===== config.mk =====
export PLATFORM = sky130hd
export DESIGN_NAME = sdram_arbiter
export DESIGN_NICKNAME = d
export VERILOG_FILES = /design/src/rtl/sdram_arbiter.sv
export SDC_FILE = /design/constraint.sdc
export NUM_CORES = 1
export LEC_CHECK = 0
export BUFFER_PORTS_ARGS = -buffer_cell sky130_fd_sc_hd__buf_2
export CORE_AREA = 2 2 123 125
export DETAILED_ROUTE_END_ITERATION = 6
export DIE_AREA = 0 0 125 127
export PLACE_DENSITY = 0.71
export SLEW_MARGIN = 30
export SYNTH_ARGS = -nofsm -noshare
export SYNTH_HDL_FRONTEND = slang
export SYNTH_SLANG_ARGS = --single-unit
export TNS_END_PERCENT = 1

===== constraint.sdc =====
create_clock -name clk -period 2.5 [get_ports clk]
set_clock_uncertainty 0.05 [all_clocks]
set_input_delay 0.5 -clock clk [delete_from_list [all_inputs] [get_ports clk]]
set_output_delay 0.5 -clock clk [all_outputs]
set_load 0.005 [all_outputs]

===== src/rtl/sdram_arbiter.sv =====
`default_nettype none
// ============================================================================
//  Module   : sdram_arbiter
//  Purpose  : Shares the 16-cycle SDRAM cycle engine between a ROM-loader
//             byte-write port and two 32-bit read ports (CPU / video).
//             Runs the init dummy cycles after reset and forces keep-alive
//             dummy reads after the bus has been idle for REFRESH_PERIOD.
//  Ports    : clk, reset_n        - engine clock, async active-low reset
//             ld_req/addr/data    - loader write request (held until ld_ack)
//             ld_ack              - one-clock write-complete pulse
//             pN_req/addr         - read request (held until pN_ack)
//             pN_data/pN_ack      - {word1,word0} and its one-clock pulse
//             sdr_addr/we/rd/di   - request to the cycle engine
//             sdr_cycle/sdr_dq    - engine cycle counter and data sample
//             init_done           - init dummy cycles complete
//  Revision : 1.0 - initial release
// ============================================================================
module sdram_arbiter #(
    parameter int INIT_CYCLES    = 85000,
    parameter int REFRESH_PERIOD = 1000,
    parameter int RD_CYC0        = 7
) (
    input  logic        clk,
    input  logic        reset_n,
    input  logic        ld_req,
    input  logic [24:0] ld_addr,
    input  logic [7:0]  ld_data,
    output logic        ld_ack,
    input  logic        p1_req,
    input  logic [24:0] p1_addr,
    output logic [31:0] p1_data,
    output logic        p1_ack,
    input  logic        p2_req,
    input  logic [24:0] p2_addr,
    output logic [31:0] p2_data,
    output logic        p2_ack,
    output logic [24:0] sdr_addr,
    output logic        sdr_we,
    output logic        sdr_rd,
    output logic [7:0]  sdr_di,
    input  logic [4:0]  sdr_cycle,
    input  logic [15:0] sdr_dq,
    output logic        init_done
);

    localparam logic [4:0]  C_RD_W0    = 5'(RD_CYC0);
    localparam logic [4:0]  C_RD_W1    = 5'(RD_CYC0 + 1);
    localparam logic [4:0]  C_LAST     = 5'd15;
    localparam logic [16:0] C_INIT_CNT = 17'(INIT_CYCLES);
    localparam logic [15:0] C_REFRESH  = 16'(REFRESH_PERIOD);

    typedef enum logic [1:0] {ST_INIT = 2'd0, ST_IDLE = 2'd1, ST_RUN = 2'd2} state_t;
    typedef enum logic [1:0] {GNT_DUMMY = 2'd0, GNT_LD = 2'd1, GNT_P1 = 2'd2, GNT_P2 = 2'd3} gnt_t;

    state_t      r_state,       w_state_nxt;
    gnt_t        r_gnt,         w_gnt_nxt;
    logic [16:0] r_init_cnt,    w_init_cnt_nxt;
    logic [15:0] r_refresh_tmr, w_refresh_tmr_nxt;
    logic        r_p2_turn,     w_p2_turn_nxt;   // 1: p2 wins a p1/p2 tie
    logic [24:0] r_sdr_addr,    w_sdr_addr_nxt;
    logic        r_sdr_we,      w_sdr_we_nxt;
    logic        r_sdr_rd,      w_sdr_rd_nxt;
    logic [7:0]  r_sdr_di,      w_sdr_di_nxt;
    logic        r_ld_ack,      w_ld_ack_nxt;
    logic        r_p1_ack,      w_p1_ack_nxt;
    logic        r_p2_ack,      w_p2_ack_nxt;
    logic [31:0] r_p1_data,     w_p1_data_nxt;
    logic [31:0] r_p2_data,     w_p2_data_nxt;
    logic        r_init_done,   w_init_done_nxt;

    logic        w_cyc0;
    logic        w_refresh_due;
    logic [16:0] w_cnt_inc;
    logic        w_launch;
    gnt_t        w_launch_gnt;
    logic        w_unused_addr_lsb;

    assign w_cyc0            = (sdr_cycle == 5'd0);
    assign w_refresh_due     = (r_refresh_tmr == C_REFRESH);
    assign w_cnt_inc         = r_init_cnt + 17'd1;
    // Read ports fetch aligned 16-bit word pairs; the byte-address LSB is dropped.
    assign w_unused_addr_lsb = p1_addr[0] ^ p2_addr[0];

    always_ff @(posedge clk or negedge reset_n) begin
        if (!reset_n) begin
            r_state       <= ST_INIT;
            r_gnt         <= GNT_DUMMY;
            r_init_cnt    <= '0;
            r_refresh_tmr <= '0;
            r_p2_turn     <= 1'b0;
            r_sdr_addr    <= '0;
            r_sdr_we      <= 1'b0;
            r_sdr_rd      <= 1'b0;
            r_sdr_di      <= '0;
            r_ld_ack      <= 1'b0;
            r_p1_ack      <= 1'b0;
            r_p2_ack      <= 1'b0;
            r_p1_data     <= '0;
            r_p2_data     <= '0;
            r_init_done   <= 1'b0;
        end else begin
            r_state       <= w_state_nxt;
            r_gnt         <= w_gnt_nxt;
            r_init_cnt    <= w_init_cnt_nxt;
            r_refresh_tmr <= w_refresh_tmr_nxt;
            r_p2_turn     <= w_p2_turn_nxt;
            r_sdr_addr    <= w_sdr_addr_nxt;
            r_sdr_we      <= w_sdr_we_nxt;
            r_sdr_rd      <= w_sdr_rd_nxt;
            r_sdr_di      <= w_sdr_di_nxt;
            r_ld_ack      <= w_ld_ack_nxt;
            r_p1_ack      <= w_p1_ack_nxt;
            r_p2_ack      <= w_p2_ack_nxt;
            r_p1_data     <= w_p1_data_nxt;
            r_p2_data     <= w_p2_data_nxt;
            r_init_done   <= w_init_done_nxt;
        end
    end

    always_comb begin
        w_state_nxt       = r_state;
        w_gnt_nxt         = r_gnt;
        w_init_cnt_nxt    = r_init_cnt;
        w_refresh_tmr_nxt = r_refresh_tmr;
        w_p2_turn_nxt     = r_p2_turn;
        w_sdr_addr_nxt    = r_sdr_addr;
        w_sdr_we_nxt      = r_sdr_we;
        w_sdr_rd_nxt      = r_sdr_rd;
        w_sdr_di_nxt      = r_sdr_di;
        w_ld_ack_nxt      = 1'b0;
        w_p1_ack_nxt      = 1'b0;
        w_p2_ack_nxt      = 1'b0;
        w_p1_data_nxt     = r_p1_data;
        w_p2_data_nxt     = r_p2_data;
        w_init_done_nxt   = r_init_done;
        w_launch          = 1'b0;
        w_launch_gnt      = GNT_DUMMY;

        case (r_state)
            // Also covers a reset taken mid-cycle: wait for the engine to
            // finish its own cycle before the first dummy launch.
            ST_INIT: w_launch = w_cyc0;

            ST_IDLE: begin
                if (w_cyc0) begin
                    if (w_refresh_due) begin
                        w_launch = 1'b1;
                    end else if (ld_req) begin
                        w_launch     = 1'b1;
                        w_launch_gnt = GNT_LD;
                    end else if (p1_req && (!p2_req || !r_p2_turn)) begin
                        w_launch     = 1'b1;
                        w_launch_gnt = GNT_P1;
                    end else if (p2_req) begin
                        w_launch     = 1'b1;
                        w_launch_gnt = GNT_P2;
                    end
                end
                if (!w_launch && !w_refresh_due) begin
                    w_refresh_tmr_nxt = r_refresh_tmr + 16'd1;
                end
            end

            ST_RUN: begin
                if (sdr_cycle == C_RD_W0) begin
                    if (r_gnt == GNT_P1) w_p1_data_nxt[15:0] = sdr_dq;
                    if (r_gnt == GNT_P2) w_p2_data_nxt[15:0] = sdr_dq;
                end
                if (sdr_cycle == C_RD_W1) begin
                    if (r_gnt == GNT_P1) w_p1_data_nxt[31:16] = sdr_dq;
                    if (r_gnt == GNT_P2) w_p2_data_nxt[31:16] = sdr_dq;
                end
                // Dropping the request here means the engine sees it low at
                // its next cycle 0 and does not restart on its own.
                if (sdr_cycle == C_LAST) begin
                    w_sdr_we_nxt = 1'b0;
                    w_sdr_rd_nxt = 1'b0;
                    w_state_nxt  = ST_IDLE;
                    case (r_gnt)
                        GNT_LD:  w_ld_ack_nxt = 1'b1;
                        GNT_P1:  w_p1_ack_nxt = 1'b1;
                        GNT_P2:  w_p2_ack_nxt = 1'b1;
                        default: begin
                            // Dummy cycles count only while initialising;
                            // afterwards they are keep-alive refreshes.
                            if (!r_init_done) begin
                                w_init_cnt_nxt = w_cnt_inc;
                                if (w_cnt_inc == C_INIT_CNT) begin
                                    w_init_done_nxt = 1'b1;
                                end else begin
                                    w_state_nxt = ST_INIT;
                                end
                            end
                        end
                    endcase
                end
            end

            default: w_state_nxt = ST_INIT;
        endcase

        if (w_launch) begin
            w_state_nxt       = ST_RUN;
            w_gnt_nxt         = w_launch_gnt;
            w_refresh_tmr_nxt = '0;
            w_sdr_we_nxt      = (w_launch_gnt == GNT_LD);
            w_sdr_rd_nxt      = (w_launch_gnt != GNT_LD);
            w_sdr_addr_nxt    = '0;
            w_sdr_di_nxt      = '0;
            case (w_launch_gnt)
                GNT_LD: begin
                    w_sdr_addr_nxt = ld_addr;
                    w_sdr_di_nxt   = ld_data;
                end
                GNT_P1: begin
                    w_sdr_addr_nxt = {p1_addr[24:1], 1'b0};
                    w_p2_turn_nxt  = 1'b1;
                end
                GNT_P2: begin
                    w_sdr_addr_nxt = {p2_addr[24:1], 1'b0};
                    w_p2_turn_nxt  = 1'b0;
                end
                default: ;
            endcase
        end
    end

    assign sdr_addr  = r_sdr_addr;
    assign sdr_we    = r_sdr_we;
    assign sdr_rd    = r_sdr_rd;
    assign sdr_di    = r_sdr_di;
    assign ld_ack    = r_ld_ack;
    assign p1_ack    = r_p1_ack;
    assign p2_ack    = r_p2_ack;
    assign p1_data   = r_p1_data;
    assign p2_data   = r_p2_data;
    assign init_done = r_init_done;

endmodule
`default_nettype wire


==> results.md, run 1 <==
* Via/cell ratio at 5.32
* Cell Area, Synth at 6390 um2
* CTS tree: done
* Die area at 15900 um2
* Synth Register Bits at 141
* Non-filler instance count after layout at 957
* Fill count at 1206
* Headroom to the max-slew limit at 0.584
* LEAKAGE at 4.37 nW
* Post-Synthesis Cells at 533
* Slew @ Worst Pin at 0.624 ns
* Fmax at 430 MHz
* FP Rows at 44
* Syn avg cell area at 12.0 um2
* Starting Density at 0.443
* Crit-path max FO at 35
* PortBufs at 209
* Wirelength per Cell at 16.6 um
* Final instance area at 8470 um2
* Met3 Track Usage GR at 0.0385
* Root Buffer Master: clkbuf_16
* Vias in the first global route at 5280
* Synth warnings at 0
* Max-Cap Viols at 0
* Crit path time final at 2.33 ns
* Largest net degree at the start of global routing at 68
* R2r startpoint: r_refresh_tmr[0]$_DFFE_PN0P_
* H-tree Lvls at 4
* Global routing's busiest layer: met2
* Most frequent cells in the layout: buf_2 (208), dfrtp_1 (141), mux2_2 (65)
* Capturing element type of the critical path: register
* Final Hold Viols at 0
* Gr ovfl total at 0
* Worst-Skew Late Latency at 0.41 ns
* Most common cell after layout, fill and taps aside: buf_2
* Unrepaired setup endpoints after global routing: no
* Tot GR Track Use at 0.205
* # IOs at 212
* Core ar. at 14400 um2
* Util after Layout at 0.587
* Final wirelength at 15900 um
* Post-synth ARST share at 1.00
* Worst r2r dst: sdr_addr[7]$_DFFE_PN0N_
* Antenna viol nets, final at 0
* Multi-input gate area at 2720 um2
* Die H at 127 um
* Die Span X at 125 um
* # placed instances at 925
* Final nets at 873
* Top_reg_cell synth: dfrtp_1
* Flop2flop setup slack at 0.17 ns
* Synth unique cells at 58
* Total power draw at 5.49 mW
* Hpwl dp at 11800 um
* Dpl cell area at 7800 um2
* 1st-iter DRT viols at 282
* GR Layer Usage met2 at 0.361
* DRC viols at 0
* EDFF count, synth at 0
* First-pass GRT wire length at 26000 um
* WS Path Type: register to register
* Hold Path Class: primary input to async pin
* CTS clk-pin slew, worst paths at 0.06 ns
* R2R depth at 8
* Share of cells above drive strength 1 at 0.453
* Cts hold-fix bufs at 0
* Via count at 5092
* Final period util at 0.930
* Storage element area at 3530 um2
* Setup Buffers After CTS at 0
* CTS Buf Count at 17
* Data arrival, critical path at 2.57 ns
* N_diodes at 0
* Post-synth net total at 646
* Status: finished, final reports clean
* Final setup fails at 0
* CTS max path bufs at 2
* P per Cell Area at 648 nW/um2
* Max-slew violations at 0
* Final RePlAce weighted congestion at 0.829
* Initial antenna violation count at 0
* Post-cts sizing count at 0
* Worst Path Required at 2.74 ns
* Sequential fraction of the synthesis area at 0.552
* Clk sinks at 141
* 1st-pass router iterations at 4
* Area growth syn-to-layout at 32.5%
* Met1 Resource Use GR at 0.250
* Max IR drop VDD at 0.470 mV
* Startpoint class of the critical path: register
[sequential cells by signal, indices dropped and copies added, names as in the netlist, 2 cells and up]
| name | flops |
|---|---|
| p1_data | 32 |
| p2_data | 32 |
| r_gnt | 2 |
| r_init_cnt | 17 |
| r_refresh_tmr | 16 |
| r_state | 2 |
| sdr_addr | 25 |
| sdr_di | 8 |
[logic make-up (layout without fill, tap and decap cells)]
logic type / Yosys count / after routing / share of synthesized area
AOI/OAI and AO/OA: 84 / 84 / 0.101
xor gates and xnor gates: 30 / 30 / 0.0411
adders and majority gates: 4 / 4 / 0.00783
buffers and inverters: 40 / 280 / 0.0270
DFF: 141 / 141 / 0.552
muxes: 82 / 82 / 0.141
and+or+nand+nor: 152 / 152 / 0.129
[worst max-delay path by stage]
stage	start	to	depth (start not counted)
after floorplan	sdr_cycle[0]	sdr_addr[10]$_DFFE_PN0N_	8
after global placement	sdr_cycle[4]	r_state[0]$_DFFE_PN0P_	8
after detailed placement	sdr_cycle[0]	sdr_addr[11]$_DFFE_PN0N_	9
after CTS	r_init_cnt[0]$_DFFE_PN0P_	init_done$_DFFE_PN0P_	7
after global routing	r_refresh_tmr[0]$_DFFE_PN0P_	sdr_addr[13]$_DFFE_PN0N_	8
final	r_refresh_tmr[0]$_DFFE_PN0P_	sdr_addr[7]$_DFFE_PN0N_	8
[layer usage]
layer,share of wire,routed length (um),up-vias
met3,0.045,710,18
met4,0.016,250,0
met2,0.53,8470,152
met5,0,0,-
met1,0.41,6440,2526
li1,-,-,2396
[synth_stat cells, types with 4 or more instances]
cell type / n / area, um2
dfrtp_1: 141 / 3530
ha_1: 4 / 50.1
nand2_1: 26 / 97.6
nor4_1: 4 / 25.0
nand4_1: 10 / 62.6
or3_1: 7 / 43.8
buf_2: 9 / 45.0
nand3_1: 16 / 80.1
a22oi_1: 8 / 60.1
and4_1: 6 / 52.6
mux2_2: 65 / 732
a221o_1: 16 / 160
o21ai_0: 17 / 85.1
nor3_1: 16 / 80.1
a21oi_1: 9 / 45.0
xnor2_1: 20 / 175
clkbuf_1: 18 / 67.6
xor2_1: 10 / 87.6
nor2_1: 37 / 139
mux2i_1: 17 / 170
inv_1: 10 / 37.5
a22o_1: 9 / 78.8
a2bb2oi_1: 8 / 70.1
[critical path, stage by stage (launching register included)]
cell and delay (ns):
dfrtp_1 0.41, inv_1 0.11, ha_1 0.14, nor4bb_2 0.18, nand4_1 0.15, and2_1 0.23
a211o_1 0.37, buf_12 0.20, a221o_1 0.36
[stage by stage]
| step | hold WS, ns | setup TNS, ns | setup WS [ns] |
|---|---|---|---|
| floorplan | 0.154 | 0 | 0.221 |
| global placement | 0.413 | -0.0737 | -0.0265 |
| detailed placement | 0.424 | -0.435 | -0.0499 |
| CTS | 0.0582 | 0 | 0.124 |
| global route | 0.0907 | 0 | 0.00802 |
| finish | 0.0442 | 0 | 0.174 |
[power by group]
| group | internal (mW) | total [mW] | switching (mW) |
|---|---|---|---|
| Combinational | 0.181 | 0.362 | 0.180 |
| Sequential | 2.34 | 2.40 | 0.0638 |
| Clock | 1.76 | 2.72 | 0.958 |
[cell type report]
| cell class | instances | area share |
|---|---|---|
| multi-input cells | 352 | 0.321 |
| clock buffers | 21 | 0.0555 |
| well taps | 184 | 0.0272 |
| inverters | 10 | 0.00443 |
| flip-flops and latches | 141 | 0.417 |
| repair buffers | 238 | 0.154 |
| clock inverters | 11 | 0.0213 |
Power figures use the tool's default switching activity.
==> inputs of run 2 (changes only) <==
--- a/config.mk
+++ b/config.mk
@@ -9,7 +9,8 @@
 export CORE_AREA = 2 2 123 125
 export DETAILED_ROUTE_END_ITERATION = 6
 export DIE_AREA = 0 0 125 127
-export PLACE_DENSITY = 0.71
+export GPL_ROUTABILITY_DRIVEN = 0
+export PLACE_DENSITY = 0.68
 export SLEW_MARGIN = 30
 export SYNTH_ARGS = -nofsm -noshare
 export SYNTH_HDL_FRONTEND = slang
==> run 2 against run 1 <==
The run now ends with hold timing left; largest power group unchanged; total power is 5.3% lower; worst setup slack worse by 0.040 ns; critical path depth stayed put; die area stayed put; final cell count is 0.42% lower; via count hardly changed; maximum frequency is 1.7% lower; first-iteration DRC count is 18% higher.
==> results.md, run 2 (synthesis results as in run 1) <==
* Final period util at 0.946 (was 0.930)
* Core ar. at 14400 um2 (unchanged)
* N_diodes at 0 (unchanged)
* CTS Buf Count at 17 (unchanged)
* Die H at 127 um (unchanged)
* Vias in the first global route at 5174 (was 5280)
* Failing checks: hold timing
* Buffers plus inverters on the worst setup path at 2 (unchanged)
* Starting Density at 0.443 (unchanged)
* Worst-Skew Late Latency at 0.42 ns (was 0.41 ns)
* Most common cell after layout, fill and taps aside: buf_2 (unchanged)
* Unrepaired setup endpoints after global routing: no (unchanged)
* Slew @ Worst Pin at 0.561 ns (was 0.624 ns)
* CTS clk-pin slew, worst paths at 0.06 ns (about the same)
* Via/cell ratio at 5.35 (was 5.32)
* FP Rows at 44 (unchanged)
* Capturing element type of the critical path: register (unchanged)
* Slowest stage delay, CP at 0.40 ns (was 0.41 ns)
* Hold Path Class: primary input to async pin (unchanged)
* 1st-pass router iterations at 4 (unchanged)
* Startpoint class of the critical path: register (unchanged)
* Wirelength per Cell at 17.1 um (was 16.6 um)
* Status: finished with violations (was finished, final reports clean)
* Max-slew violations at 0 (unchanged)
* Cts hold-fix bufs at 0 (unchanged)
* Most frequent cells in the layout: buf_2 (208), dfrtp_1 (141), mux2_2 (65) (unchanged)
* Crit-path max FO at 37 (was 35)
* Data arrival, critical path at 2.62 ns (was 2.57 ns)
* Setup Buffers After CTS at 0 (unchanged)
* Area growth syn-to-layout at 31.1% (was 32.5%)
* WS Path Type: register to register (unchanged)
* Die area at 15900 um2 (unchanged)
* Antenna viol nets, final at 0 (unchanged)
* Final nets at 869 (was 873)
* Initial antenna violation count at 0 (unchanged)
* Via count at 5096 (was 5092)
* Clk sinks at 141 (unchanged)
* Hold slack final at -0.00331 ns (was 0.0442 ns)
* PortBufs at 209 (unchanged)
* Gr ovfl total at 0 (unchanged)
* Crit-path slowest cell: dfrtp_1 (unchanged)
* Post-cts sizing count at 0 (unchanged)
* Share of cells above drive strength 1 at 0.443 (was 0.453)
* Root Buffer Master: clkbuf_16 (unchanged)
* CTS max path bufs at 2 (unchanged)
* Worst path cell trace: inv_1 -> ha_1 -> nor4bb_1 -> nand4_1 -> and2_1 -> a211o_1 -> buf_12 -> a221o_1 (was inv_1 -> ha_1 -> nor4bb_2 -> nand4_1 -> and2_1 -> a211o_1 -> buf_12 -> a221o_1)
* Tot GR Track Use at 0.209 (was 0.205)
* Final Hold Viols at 4 (was 0)
* PnR worst setup slack at 0.135 ns (was 0.174 ns)
* Largest net degree at the start of global routing at 58 (was 68)
* Worst Path Required at 2.75 ns (was 2.74 ns)
* Max-Cap Viols at 0 (unchanged)
* # IOs at 212 (unchanged)
* Headroom to the max-slew limit at 0.626 (was 0.584)
* Final wirelength at 16200 um (was 15900 um)
* Fmax at 423 MHz (was 430 MHz)
* 1st-iter DRT viols at 333 (was 282)
* Die Span X at 125 um (unchanged)
* Setup WS pre-CTS at -0.0427 ns (was -0.0499 ns)
* Crit path time final at 2.37 ns (was 2.33 ns)
* LEAKAGE at 4.33 nW (was 4.37 nW)
* Hpwl dp at 11900 um (was 11800 um)
* DRC viols at 0 (unchanged)
* First-pass GRT wire length at 26500 um (was 26000 um)
* Final setup fails at 0 (unchanged)
* P per Cell Area at 621 nW/um2 (was 648 nW/um2)
* CP delay by family, top: compound AO/OA/AOI/OAI gates (unchanged)
* H-tree Lvls at 4 (unchanged)
* Max IR drop VDD at 0.432 mV (was 0.470 mV)
* CTS tree: done (unchanged)
* Util after Layout at 0.581 (was 0.587)
[run 2: cell count changes in the layout (fill, tap and decap cells not counted), moves of 2 or more]
| cell | previous run | this run |
|---|---|---|
| and4_1 | 4 | 6 |
| bufinv_16 | 4 | 1 |
| buf_4 | 26 | 20 |
| clkinv_4 | 1 | 3 |
| and4_2 | 2 | 0 |
| buf_12 | 3 | 5 |
| clkinv_2 | 0 | 2 |
[run 2: per-stage QoR]
stage	power (mW)	area [um2]	TNS, ns	instances	hold WS (ns)
3_3_place_gp	2.79	7800	0	921	0.418
2_1_floorplan	2.58	6390	0	533	0.154
3_5_place_dp	2.82	7800	-0.0988	921	0.423
6_report	5.20	8370	0	953	-0.00331
4_1_cts	5.26	8370	0	953	0.0182
5_1_grt	5.41	8370	0	953	0.0399
[run 2: routing by layer]
metal	wire length, um	vias up	GRT usage
li1	-	2396	-
met1	6930	2497	0.264
met2	8010	178	0.346
met3	954	25	0.0553
met4	350	0	0.0837
met5	0	-	0
[run 2: worst paths after layout]
path / from / cells past startpoint / slack (ns) / end
setup reg to reg: r_refresh_tmr[0]$_DFFE_PN0P_ / 8 / 0.13 / sdr_addr[3]$_DFFE_PN0N_
min in group clk: ld_data[3] / 2 / 0.25 / sdr_di[3]$_DFFE_PN0N_
hold / removal: reset_n / 1 / -0.003 / r_init_cnt[2]$_DFFE_PN0P_
max in group asynchronous: reset_n / 2 / 1.78 / p2_data[8]$_DFFE_PN0P_
setup / recovery: r_refresh_tmr[0]$_DFFE_PN0P_ / 8 / 0.13 / sdr_addr[3]$_DFFE_PN0N_
hold reg to reg: sdr_addr[4]$_DFFE_PN0N_ / 2 / 0.44 / sdr_addr[4]$_DFFE_PN0N_
[run 2: power by group]
| part | total (mW) | switching, mW | internal, mW | leakage [nW] |
|---|---|---|---|---|
| Combinational | 0.365 | 0.182 | 0.183 | 2.10 |
| Clock | 2.43 | 0.971 | 1.46 | 0.280 |
| Sequential | 2.41 | 0.0651 | 2.34 | 1.95 |
[run 2: cell type report]
class                           instances  area, um2
Inverter                               10       37.5
Multi-Input combinational cell        352       2700
Tap cell                              184        230
Sequential cell                       141       3530
Timing Repair Buffer                  234       1300
Clock buffer                           21        470
Fill cell                            1222       6050
Clock inverter                         11        108
==> inputs of run 3 (changes only) <==
--- a/config.mk
+++ b/config.mk
@@ -6,11 +6,13 @@
 export NUM_CORES = 1
 export LEC_CHECK = 0
 export BUFFER_PORTS_ARGS = -buffer_cell sky130_fd_sc_hd__buf_2
-export CORE_AREA = 2 2 123 125
+export CELL_PAD_IN_SITES_DETAIL_PLACEMENT = 1
+export CELL_PAD_IN_SITES_GLOBAL_PLACEMENT = 2
+export CORE_AREA = 2 2 145 147
 export DETAILED_ROUTE_END_ITERATION = 6
-export DIE_AREA = 0 0 125 127
+export DIE_AREA = 0 0 147 149
 export GPL_ROUTABILITY_DRIVEN = 0
-export PLACE_DENSITY = 0.68
+export PLACE_DENSITY = 0.76
 export SLEW_MARGIN = 30
 export SYNTH_ARGS = -nofsm -noshare
 export SYNTH_HDL_FRONTEND = slang
==> run 3 against run 2 <==
The flow now finishes without violations; worst setup slack better by 0.020 ns; sequential power hardly changed; final cell count is 10% higher; total power is 1.1% higher; via count is 2.1% higher; flip-flop and latch count stayed put; first-iteration DRC count is 57% lower; critical path type unchanged; largest cell class unchanged.
==> results.md, run 3 (synthesis results as in run 1) <==
* Die Span X at 147 um (was 125 um)
* Vias in the first global route at 5762 (was 5174)
* Die area at 21900 um2 (was 15900 um2)
* Via/cell ratio at 4.96 (was 5.35)
* WL met3 at 908 um (was 954 um)
* # IOs at 212 (unchanged)
* Metal-1 WL at 7710 um (was 6930 um)
* Hold Path Class: primary input to register (was primary input to async pin)
* Data arrival, critical path at 2.60 ns (was 2.62 ns)
* H-tree Lvls at 4 (unchanged)
* Headroom to the max-slew limit at 0.650 (was 0.626)
* Tot GR Track Use at 0.173 (was 0.209)
* Largest net degree at the start of global routing at 56 (was 58)
* Via count at 5201 (was 5096)
* Root Buffer Master: clkbuf_16 (unchanged)
* # placed instances at 1015 (was 921)
* CTS max path bufs at 2 (unchanged)
* Die H at 149 um (was 127 um)
* Gr ovfl total at 0 (unchanged)
* Setup WS pre-CTS at -0.0882 ns (was -0.0427 ns)
* Multi-input gate area at 2710 um2 (was 2700 um2)
* DRC viols at 0 (unchanged)
* Fill count at 2325 (was 1222)
* Max-slew violations at 0 (unchanged)
* Worst path cell trace: inv_1 -> ha_1 -> nor4bb_2 -> nand4_1 -> and2_1 -> a211o_1 -> buf_12 -> a221o_1 (was inv_1 -> ha_1 -> nor4bb_1 -> nand4_1 -> and2_1 -> a211o_1 -> buf_12 -> a221o_1)
* Starting Density at 0.311 (was 0.443)
* Slowest stage delay, CP at 0.41 ns (was 0.40 ns)
* Crit path time final at 2.34 ns (was 2.37 ns)
* CP delay by family, top: compound AO/OA/AOI/OAI gates (unchanged)
* Buffers plus inverters on the worst setup path at 2 (unchanged)
* First-pass GRT wire length at 29900 um (was 26500 um)
* Initial antenna violation count at 1 (was 0)
* Detailed route wirelength on metal2 at 9520 um (was 8010 um)
* Core ar. at 20600 um2 (was 14400 um2)
* Worst Path Required at 2.75 ns (about the same)
* PortBufs at 209 (unchanged)
* CTS tree: done (unchanged)
* Startpoint class of the critical path: register (unchanged)
* FP Rows at 53 (was 44)
* Final wirelength at 18800 um (was 16200 um)
* Final setup fails at 0 (unchanged)
* Hpwl dp at 14000 um (was 11900 um)
* Most common cell after layout, fill and taps aside: buf_2 (unchanged)
* P per Cell Area at 617 nW/um2 (was 621 nW/um2)
* CTS Buf Count at 17 (unchanged)
* CTS clk-pin slew, worst paths at 0.06 ns (about the same)
* Unrepaired setup endpoints after global routing: no (unchanged)
* Crit-path max FO at 36 (was 37)
* Clk sinks at 141 (unchanged)
* Util after Layout at 0.414 (was 0.581)
* Final nets at 873 (was 869)
* Storage element area at 3530 um2 (unchanged)
* Area growth syn-to-layout at 33.3% (was 31.1%)
* Capturing element type of the critical path: register (unchanged)
* Max-Cap Viols at 0 (unchanged)
* Dpl cell area at 7920 um2 (was 7800 um2)
* 1st-iter DRT viols at 143 (was 333)
* Crit-path slowest cell: dfrtp_1 (unchanged)
* Slew @ Worst Pin at 0.525 ns (was 0.561 ns)
* Wirelength per Cell at 18.0 um (was 17.1 um)
* Most frequent cells in the layout: buf_2 (208), dfrtp_1 (141), mux2_2 (65) (unchanged)
* Final instance area at 8520 um2 (was 8370 um2)
* Final Hold Viols at 0 (was 4)
* Worst-Skew Late Latency at 0.42 ns (about the same)
* 1st-pass router iterations at 4 (unchanged)
* Final period util at 0.938 (was 0.946)
* WS Path Type: register to register (unchanged)
* Share of cells above drive strength 1 at 0.446 (was 0.443)
* Status: finished, final reports clean (was finished with violations)
* PnR worst setup slack at 0.155 ns (was 0.135 ns)
* Fmax at 426 MHz (was 423 MHz)
* DR top layer: met4 (unchanged)
* Antenna viol nets, final at 0 (unchanged)
* Max IR drop VDD at 0.373 mV (was 0.432 mV)
* Non-filler instance count after layout at 1048 (was 953)
* LEAKAGE at 4.33 nW (about the same)
run 3: through the flow:
step,hold slack (ns),total power [mW],setup TNS [ns]
floorplan,0.154,2.58,0
global placement,0.409,2.79,-0.0704
detailed placement,0.415,2.81,-0.151
CTS,0.224,5.32,0
global route,0.243,5.46,0
finish,0.241,5.26,0
run 3: layout make-up:
cell class | instances | share of cell area
repair buffers | 238 | 0.155
multi-input cells | 352 | 0.318
inverters | 10 | 0.00441
well taps | 275 | 0.0404
clock buffers | 19 | 0.0508
clock inverters | 12 | 0.0163
flip-flops and latches | 141 | 0.414
diodes | 1 | 0.000294
run 3: report_power, final:
group	switching [mW]	total, mW	internal, mW
combinational	0.190	0.366	0.176
sequential	0.0640	2.40	2.34
clock	1.02	2.49	1.47
total	1.27	5.26	3.99
run 3: timing repair:
item                                   CTS  global route
resized for setup                        0             2
hold buffers                             1             0
setup endpoints to repair                0            18
endpoints found under the hold margin   49             0
setup buffers                            0             0
run 3: worst register-to-register path, stage by stage (launching register included):
cell and delay (ns):
dfrtp_1 0.41, inv_1 0.10, ha_1 0.16, nor4bb_2 0.20, nand4_1 0.15, and2_1 0.22, a211o_1 0.36, buf_12 0.20
a221o_1 0.37
run 3: per-layer routing:
metal / track usage / vias to the layer above
met3: 0.0471 / 38
met4: 0.0851 / 0
met1: 0.202 / 2609
met5: 0 / -
li1: - / 2407
met2: 0.296 / 147
run 3: path summary, 6_finish.rpt:
kind / end / startpoint / slack, ns / cells past startpoint
worst max-delay path: sdr_addr[16]$_DFFE_PN0N_ / r_refresh_tmr[0]$_DFFE_PN0P_ / 0.16 / 8
worst min-delay path: sdr_di[6]$_DFFE_PN0N_ / ld_data[6] / 0.24 / 2
worst max register to register: sdr_addr[16]$_DFFE_PN0N_ / r_refresh_tmr[0]$_DFFE_PN0P_ / 0.16 / 8
worst min register to register: sdr_addr[20]$_DFFE_PN0N_ / sdr_addr[20]$_DFFE_PN0N_ / 0.42 / 2
max in group asynchronous: sdr_addr[23]$_DFFE_PN0N_ / reset_n / 1.09 / 3
min in group asynchronous: p1_data[4]$_DFFE_PN0P_ / reset_n / 0.55 / 2
